--- config.mk ---
export PLATFORM = sky130hd
export DESIGN_NAME = mem_port_arbiter
export DESIGN_NICKNAME = d
export VERILOG_FILES = /design/src/rtl/mem_port_arbiter_pkg.sv /design/src/rtl/mem_port_arbiter_starve_counter.sv /design/src/rtl/mem_port_arbiter.sv
export SDC_FILE = /design/constraint.sdc
export NUM_CORES = 1
export LEC_CHECK = 0
export CAP_MARGIN = 30
export CORE_MARGIN = 8
export CORE_UTILIZATION = 25
export DETAILED_ROUTE_END_ITERATION = 10
export PLACE_DENSITY_LB_ADDON = 0.3
export SETUP_SLACK_MARGIN = 0.2
export SYNTH_ARGS = -nofsm -noshare
export SYNTH_HDL_FRONTEND = slang
export SYNTH_SLANG_ARGS = --single-unit
--- constraint.sdc ---
create_clock -name clk -period 2.18 [get_ports clk]
set_clock_uncertainty 0.2 [all_clocks]
set_input_delay 0.218 -clock clk [delete_from_list [all_inputs] [get_ports clk]]
set_output_delay 0.218 -clock clk [all_outputs]
set_load 0.05 [all_outputs]
--- src/rtl/mem_port_arbiter_pkg.sv ---
// rtl/mem_port_arbiter_pkg.sv - shared widths, requester ids and read-tag type for the RAM port arbiter
package mem_port_arbiter_pkg;

    localparam int ADDR_W_DFLT       = 16;
    localparam int DATA_W_DFLT       = 16;
    localparam int STARVE_LIMIT_DFLT = 4;
    localparam int STARVE_CNT_W      = 8;

    typedef enum logic {
        RQ_CPU = 1'b0,
        RQ_DMA = 1'b1
    } rq_id_e;

    typedef struct packed {
        logic   valid;
        rq_id_e id;
    } rd_tag_t;

endpackage

--- src/rtl/mem_port_arbiter_starve_counter.sv ---
// rtl/mem_port_arbiter_starve_counter.sv - saturating denial counter that flags when the DMA must be let through
module mem_port_arbiter_starve_counter
    import mem_port_arbiter_pkg::*;
#(
    parameter int CNT_W = STARVE_CNT_W,
    parameter int LIMIT = STARVE_LIMIT_DFLT
) (
    input  logic clk,
    input  logic reset,
    input  logic inc,
    input  logic clr,
    output logic at_limit
);

    localparam logic [CNT_W-1:0] LIMIT_V = CNT_W'(LIMIT);

    logic [CNT_W-1:0] cnt_q;
    logic [CNT_W-1:0] cnt_d;

    always_comb begin
        cnt_d = cnt_q;
        if (clr) begin
            cnt_d = '0;
        end else if (inc && (cnt_q != LIMIT_V)) begin
            cnt_d = cnt_q + 1'b1;
        end
    end

    always_ff @(posedge clk) begin
        if (reset) begin
            cnt_q <= '0;
        end else begin
            cnt_q <= cnt_d;
        end
    end

    assign at_limit = (cnt_q == LIMIT_V);

endmodule

--- src/rtl/mem_port_arbiter.sv ---
// rtl/mem_port_arbiter.sv - two-requester RAM port arbiter, CPU priority with DMA starvation guard
module mem_port_arbiter
    import mem_port_arbiter_pkg::*;
#(
    parameter int ADDR_W       = ADDR_W_DFLT,
    parameter int DATA_W       = DATA_W_DFLT,
    parameter int STARVE_LIMIT = STARVE_LIMIT_DFLT
) (
    input  logic              clk,
    input  logic              reset,
    input  logic              req0,
    input  logic              we0,
    input  logic [ADDR_W-1:0] addr0,
    input  logic [DATA_W-1:0] wdata0,
    output logic              gnt0,
    output logic              rvalid0,
    output logic [DATA_W-1:0] rdata0,
    input  logic              req1,
    input  logic              we1,
    input  logic [ADDR_W-1:0] addr1,
    input  logic [DATA_W-1:0] wdata1,
    output logic              gnt1,
    output logic              rvalid1,
    output logic [DATA_W-1:0] rdata1,
    output logic              ram_we,
    output logic [ADDR_W-1:0] ram_addr,
    output logic [DATA_W-1:0] ram_wdata,
    input  logic [DATA_W-1:0] ram_rdata
);

    logic    at_limit;
    logic    gnt0_c;
    logic    gnt1_c;
    rd_tag_t tag_q;
    rd_tag_t tag_d;

    mem_port_arbiter_starve_counter #(
        .CNT_W (STARVE_CNT_W),
        .LIMIT (STARVE_LIMIT)
    ) u_starve (
        .clk      (clk),
        .reset    (reset),
        .inc      (req1 && !gnt1_c),
        .clr      (gnt1_c),
        .at_limit (at_limit)
    );

    // Grants are held low during reset so nothing reaches the RAM port.
    always_comb begin
        gnt1_c    = !reset && req1 && (!req0 || at_limit);
        gnt0_c    = !reset && req0 && !gnt1_c;
        ram_we    = 1'b0;
        ram_addr  = '0;
        ram_wdata = '0;
        tag_d     = '0;
        if (gnt1_c) begin
            ram_we    = we1;
            ram_addr  = addr1;
            ram_wdata = wdata1;
            tag_d     = '{valid: !we1, id: RQ_DMA};
        end else if (gnt0_c) begin
            ram_we    = we0;
            ram_addr  = addr0;
            ram_wdata = wdata0;
            tag_d     = '{valid: !we0, id: RQ_CPU};
        end
    end

    always_ff @(posedge clk) begin
        if (reset) begin
            tag_q <= '0;
        end else begin
            tag_q <= tag_d;
        end
    end

    // A tag still set while reset is high belongs to an aborted read; suppress it.
    assign gnt0    = gnt0_c;
    assign gnt1    = gnt1_c;
    assign rvalid0 = !reset && tag_q.valid && (tag_q.id == RQ_CPU);
    assign rvalid1 = !reset && tag_q.valid && (tag_q.id == RQ_DMA);
    assign rdata0  = ram_rdata;
    assign rdata1  = ram_rdata;

endmodule

Yosys cells after proc, flatten, opt, wreduce, memory -nomap -nowiden
Index checks and enable logic that the tools add are counted.

Output and inout port bits: 69. Register bits after elaboration: 10. Word-level logic and storage cells: 31. Input bits: 86.

Bitwise operators: 1. Add/sub/neg operators: 1. Equal/unequal tests: 2. Mux-type cells: 8. Reduce and logical (&&, ||, !) cells: 16.

Operators by type and width (number): $mux W16 (4); $logic_and A1 B1 Y1 (9); $add A8 B1 Y8 const B (1); $eq A8 B3 Y1 const B (1); $ne A8 B3 Y1 const B (1); $logic_not A1 Y1 (5); $mux W2 (2); $mux W1 (2); $reduce_or A2 Y1 (1); $logic_or A1 B1 Y1 (1); $not A1 Y1 (1).

Logic depth before layout (Yosys ltp)
Gate-level depths: netlist of run 1.

Depth after elaboration: 7. Gate-level depth with buffers: 7. Mapped depth without buffers: 6.

Hierarchy
Synthesis of run 1 repeated with hierarchy kept, for this count alone.

Cell total of the unflattened synthesis: 213. Area, all modules: 1854.3 µm².

By module, submodules not included: mem_port_arbiter (area each 1417.6 µm², times used 1, cells an instance 164); mem_port_arbiter_starve_counter (area each 436.7 µm², times used 1, cells an instance 49).

Worst setup path after synthesis of run 1
Ideal clock, no wire load.

Path kind: reg-to-output. Start: register u_starve.cnt_q[0]. End: output port ram_addr[10]. Path slack: -0.186 ns. Cell stages (with the launch flop): 7. Arrival: 1.948 ns. Required time: 1.762 ns. Cells stage by stage: dfxtp_1 inv_1 ha_1 and4bb_4 a311oi_4 buf_6 a22o_1.

Longest elaborated chain between the ends: 7.

Ends and longest elaborated chain: start, declared (RTL line mem_port_arbiter_starve_counter.sv:17) `logic [CNT_W-1:0] cnt_q;`; start signal, assigned (RTL line mem_port_arbiter_starve_counter.sv:33) `cnt_q <= cnt_d;`; $eq A8 B3 Y1 (RTL line mem_port_arbiter_starve_counter.sv:37) `assign at_limit = (cnt_q == LIMIT_V);`; $logic_or A1 B1 Y1 (RTL line mem_port_arbiter.sv:50) `gnt1_c = !reset && req1 && (!req0 || at_limit);`; $logic_and A1 B1 Y1 (RTL line mem_port_arbiter.sv:50); $logic_not A1 Y1 (RTL line mem_port_arbiter.sv:51) `gnt0_c = !reset && req0 && !gnt1_c;`; $logic_and A1 B1 Y1 (RTL line mem_port_arbiter.sv:51); named net gnt0 (RTL line mem_port_arbiter.sv:15) `output logic gnt0,`; $mux W16 (RTL line mem_port_arbiter.sv:61) `end else if (gnt0_c) begin`; $mux W16 (RTL line mem_port_arbiter.sv:56) `if (gnt1_c) begin`; end, declared (RTL line mem_port_arbiter.sv:26) `output logic [ADDR_W-1:0] ram_addr,`.

The timed path passes the listed nets, and every way through them passes these cells.

Worst setup path in the final report of run 1
Start: register u_starve.cnt_q[0]. End: output port ram_we.

Longest elaborated chain between the ends: 7.

Ends and longest elaborated chain: $eq A8 B3 Y1 * (RTL line mem_port_arbiter_starve_counter.sv:37); $logic_or A1 B1 Y1 * (RTL line mem_port_arbiter.sv:50); $logic_and A1 B1 Y1 * (RTL line mem_port_arbiter.sv:50); $logic_not A1 Y1 (RTL line mem_port_arbiter.sv:51); $logic_and A1 B1 Y1 (RTL line mem_port_arbiter.sv:51); $mux W1 (RTL line mem_port_arbiter.sv:61); $mux W1 * (RTL line mem_port_arbiter.sv:56); end, declared (RTL line mem_port_arbiter.sv:25) `output logic ram_we,`.

Every way passes the cells marked *; elsewhere a longest branch is shown, timed or not.

==> results.rst, run 1 <==
.. list-table::
   :header-rows: 1

   * - Metric
     - Value
   * - Critical R2R Capture
     - tag_q[1]$_SDFF_PP0_
   * - Fraction of final layout cells sized beyond drive strength 1
     - 46.4%
   * - Average via count per standard cell
     - 5.15
   * - Clock tree root driver cell
     - sky130_fd_sc_hd__clkbuf_8
   * - Final total power
     - 0.981 mW
   * - Ant diodes
     - 0
   * - Iteration-0 DRC Markers
     - 44
   * - Clock power frac
     - 18.4%
   * - Std cell rows
     - 25
   * - Critical Path RT
     - 1.76 ns
   * - Hpwl dp
     - 4350 um
   * - Top cells by area in the synthesized netlist
     - sky130_fd_sc_hd__a22o_1 (22%), sky130_fd_sc_hd__buf_4 (21%), sky130_fd_sc_hd__dfxtp_1 (17%)
   * - FF+latch count, synth
     - 10
   * - Startpoint of the worst register-to-register path
     - u_starve.cnt_q[0]$_SDFFE_PP0P_
   * - GR Overflow Total
     - 0
   * - Die span in x
     - 84.4 um
   * - Overall via count from detail_route
     - 1,411
   * - Area after detailed placement
     - 2570 sq um
   * - Kind of path behind the tightest hold check
     - in2out
   * - Instance count along the most critical hold path
     - 0
   * - Share of the cycle needed by the critical path after routing
     - 105%
   * - Setup Total Neg Slack
     - -3.21 ns
   * - Worst path bufs/invs
     - 3
   * - Total count of hold-check failures in the final report
     - 0
   * - TritonCTS clock tree
     - built
   * - Boundary pin count
     - 155
   * - Initial core utilization
     - 25.2%
   * - Cell type with the largest total area after synthesis
     - sky130_fd_sc_hd__a22o_1
   * - # H-tree levels
     - 1
   * - Layout Cells excl Fill
     - 274
   * - Final cell utilization of the core
     - 59.7%
   * - Number of cells on the worst reg-to-reg path
     - 8
   * - Via count of the first global-routing pass
     - 1,403
   * - Cell mode on critical path
     - sky130_fd_sc_hd__buf_12
   * - Number of antenna violations at the first check in global routing
     - 0
   * - Violated checks
     - setup timing
   * - Worst setup slack before clock tree synthesis
     - 0.0349 ns
   * - Sequential cell fraction of total power
     - 19.2%
   * - Number of max-cap violations
     - 0
   * - Relative slew margins
     - 78.4%
   * - Critical-path cell list
     - inv_2 > ha_2 > and4bb_4 > a21oi_4 > nor3_4 > buf_12 > a22o_2 > buf_12
   * - Critical path's top delay family
     - simple AND/OR/NAND/NOR gates
   * - CP Class
     - reg2out
   * - Number of synthesized flops with an enable pin
     - 0
   * - Endpoint of the worst hold-timing path
     - rdata0[15]
   * - Final critical delay including setup and external delays
     - 2.29 ns
   * - Net count after synthesis
     - 222
   * - Core area
     - 4630 sq um
   * - Hold_ws
     - 0.236 ns
   * - Startpoint of the lowest-slack hold path
     - ram_rdata[15]
   * - Final wirelength
     - 5710 um
   * - CP max-delay cell
     - sky130_fd_sc_hd__dfxtp_4
   * - Post-synthesis async set-or-reset flop share
     - 0%
   * - Detailed-router iteration count before antenna repair
     - 4
   * - R2r setup slk
     - 0.43 ns
   * - Die span in y
     - 84.4 um
   * - Yosys warns
     - 0
   * - Biggest cell delay along the critical path
     - 0.34 ns
   * - Count of filler cells inserted in the layout
     - 366
   * - Design area
     - 2760 sq um
   * - Share of total power in combinational logic
     - 62.4%
   * - Worst voltage drop across the vdd grid
     - 0.000173 V
   * - Run status
     - finished, violations left
   * - Wire length of the first global-routing pass
     - 8590 um
   * - Number of pins exceeding their max-slew limit in the final report
     - 0
   * - Placed cell count
     - 262
   * - Leakage dissipation
     - 1.11 nW
   * - Most frequently used cell type in the post-synthesis netlist
     - sky130_fd_sc_hd__buf_4
   * - CP Max Fanout
     - 20
   * - Antenna-violating nets left
     - 0
   * - Area delta synth->final
     - 136%
   * - Post-CTS Hold Buffers
     - 0
   * - CTS sink cnt
     - 10
   * - Total number of nets in the final design
     - 310
   * - Critical Path Start Type
     - flip-flop
   * - I/O Buffers
     - 106
   * - Count of different cell masters after synthesis
     - 30
   * - Number of buffers created by CTS
     - 3
   * - Setup repair after global routing missed its margin
     - yes
   * - Switching Power
     - 0.331 mW
   * - Clock transition at the registers of the reported paths
     - 0.04 ns
   * - Die Outline Area
     - 7120 sq um
   * - Capturing element type of the critical path
     - primary output
   * - Post-route setup slack
     - -0.115 ns
   * - Post-synthesis instance total
     - 134
   * - Final count of negative-setup-slack endpoints
     - 33
   * - Internal cell power
     - 0.650 mW
   * - Mapped cell area
     - 1170 sq um
   * - Pwr/cell area
     - 355 nW/um^2
   * - All-layer global routing usage
     - 15.0%
   * - Clock latency of the later-clocked register in the worst-skew pair
     - 0.23 ns
   * - Primary FF master, synth
     - sky130_fd_sc_hd__dfxtp_1
   * - Most frequent cells after synthesis
     - sky130_fd_sc_hd__buf_4 (32), sky130_fd_sc_hd__a22o_1 (29), sky130_fd_sc_hd__dfxtp_1 (10)
   * - Clock Path Buffers
     - 2
   * - Remaining routing DRC violations
     - 0
   * - Max frequency
     - 0.436 GHz
   * - Arrival time at the worst endpoint
     - 1.88 ns
   * - Startpoint of the most critical setup path
     - u_starve.cnt_q[0]$_SDFFE_PP0P_
   * - Pin count of the biggest net entering global routing
     - 21
   * - Pin slew with the least headroom to its limit
     - 0.323 ns
   * - Fraction of post-synthesis cell area in the top cell type by area
     - 21.7%
   * - Sequential fraction of the synthesis area
     - 17.1%
   * - Synthesized area per cell
     - 8.72 sq um
   * - Fraction of power spent switching nets
     - 33.8%
   * - GP Congestion
     - 0.772
   * - Post-DR wirelength/cell
     - 20.9 um
[routing by layer]
| layer | routed length, um | track usage, % | vias to the layer above | part of all wire (%) |
|---|---|---|---|---|
| met5 | 0 | 0 | - | 0 |
| met4 | 40 | 2.75 | 0 | 0.70 |
| met3 | 505 | 5.07 | 11 | 8.8 |
| met2 | 2800 | 25.4 | 71 | 49 |
| met1 | 2370 | 18.0 | 683 | 41 |
| li1 | - | - | 646 | - |
[final cells by class]
class	instances	area (sq um)	area share (%)
tap	54	67.6	2.45
timing repair buffer	124	1660	60.1
sequential	10	205	7.43
inverter	5	18.8	0.679
multi-input combinational	78	769	27.9
clock buffer	3	41.3	1.49
[how the worst max path moves through the flow]
stage                         endpoint  slack [ns]  depth (start not counted)
after global routing            ram_we       -0.18                          8
after floorplan           ram_addr[10]        0.12                          7
after detailed placement        ram_we        0.03                          5
after global placement    ram_wdata[1]        0.03                          5
final                           ram_we       -0.11                          8
after CTS                       ram_we       -0.11                          8
[worst reg2reg max path, stage by stage (launching register included)]
cell	delay, ns
sky130_fd_sc_hd__dfxtp_4	0.34
sky130_fd_sc_hd__inv_2	0.04
sky130_fd_sc_hd__ha_2	0.16
sky130_fd_sc_hd__and4bb_4	0.22
sky130_fd_sc_hd__a311oi_4	0.22
sky130_fd_sc_hd__buf_6	0.21
sky130_fd_sc_hd__buf_16	0.16
sky130_fd_sc_hd__nand2b_1	0.06
sky130_fd_sc_hd__o41ai_1	0.05
[state kept, by name, summed over array words and instances (netlist names)]
name and count:
tag_q 2, u_starve.cnt_q 8
[cells in the final DEF, fill, tap and decap left out, types with 2 or more instances in the layout]
master                            Yosys  routed
sky130_fd_sc_hd__buf_6                6       3
sky130_fd_sc_hd__a22o_2               4      20
sky130_fd_sc_hd__xnor2_1              3       3
sky130_fd_sc_hd__nand3_1              4       4
sky130_fd_sc_hd__a21oi_1              5       5
sky130_fd_sc_hd__buf_4               32      10
sky130_fd_sc_hd__dfxtp_1             10       8
sky130_fd_sc_hd__nor3_1               8       8
sky130_fd_sc_hd__nor2_1               2       2
sky130_fd_sc_hd__nand2_1              5       5
sky130_fd_sc_hd__inv_1                5       4
sky130_fd_sc_hd__nor3_4               2       2
sky130_fd_sc_hd__clkdlybuf4s50_1      0      69
sky130_fd_sc_hd__buf_12               0      39
sky130_fd_sc_hd__buf_16               0       2
sky130_fd_sc_hd__a22o_4               0      13
sky130_fd_sc_hd__clkbuf_8             0       3
[power groups by stage]
stage / Clock (mW) / Combinational [mW] / Sequential, mW
5_1_grt: 0.196 / 0.636 / 0.188
4_1_cts: 0.187 / 0.602 / 0.188
3_5_place_dp: 0 / 0.578 / 0.193
2_1_floorplan: 0 / 0.407 / 0.193
6_report: 0.181 / 0.612 / 0.188
3_3_place_gp: 0 / 0.574 / 0.193
[cell families (layout without fill, tap and decap cells)]
kind of cell	after synthesis	in the layout	share of synthesized area [%]
DFF	10	10	17.1
buffers and inverters	46	132	29.1
adders and majority gates	2	2	2.14
xor gates and xnor gates	3	3	2.25
and+or+nand+nor	28	28	15.4
AOI/OAI and AO/OA	45	45	33.9
[what timing repair did]
item	CTS	global route
gates cloned	2	2
endpoints found under the setup margin	35	35
pin swaps	0	1
gates resized for setup	5	2
buffers inserted	4	1
Power figures use the tool's default switching activity.
==> run 2: changes to the inputs <==
GPL_TIMING_DRIVEN = 1   (was unset)
==> results of run 2 <==
No change in the layout: final DEF, timing and power equal those of run 1.
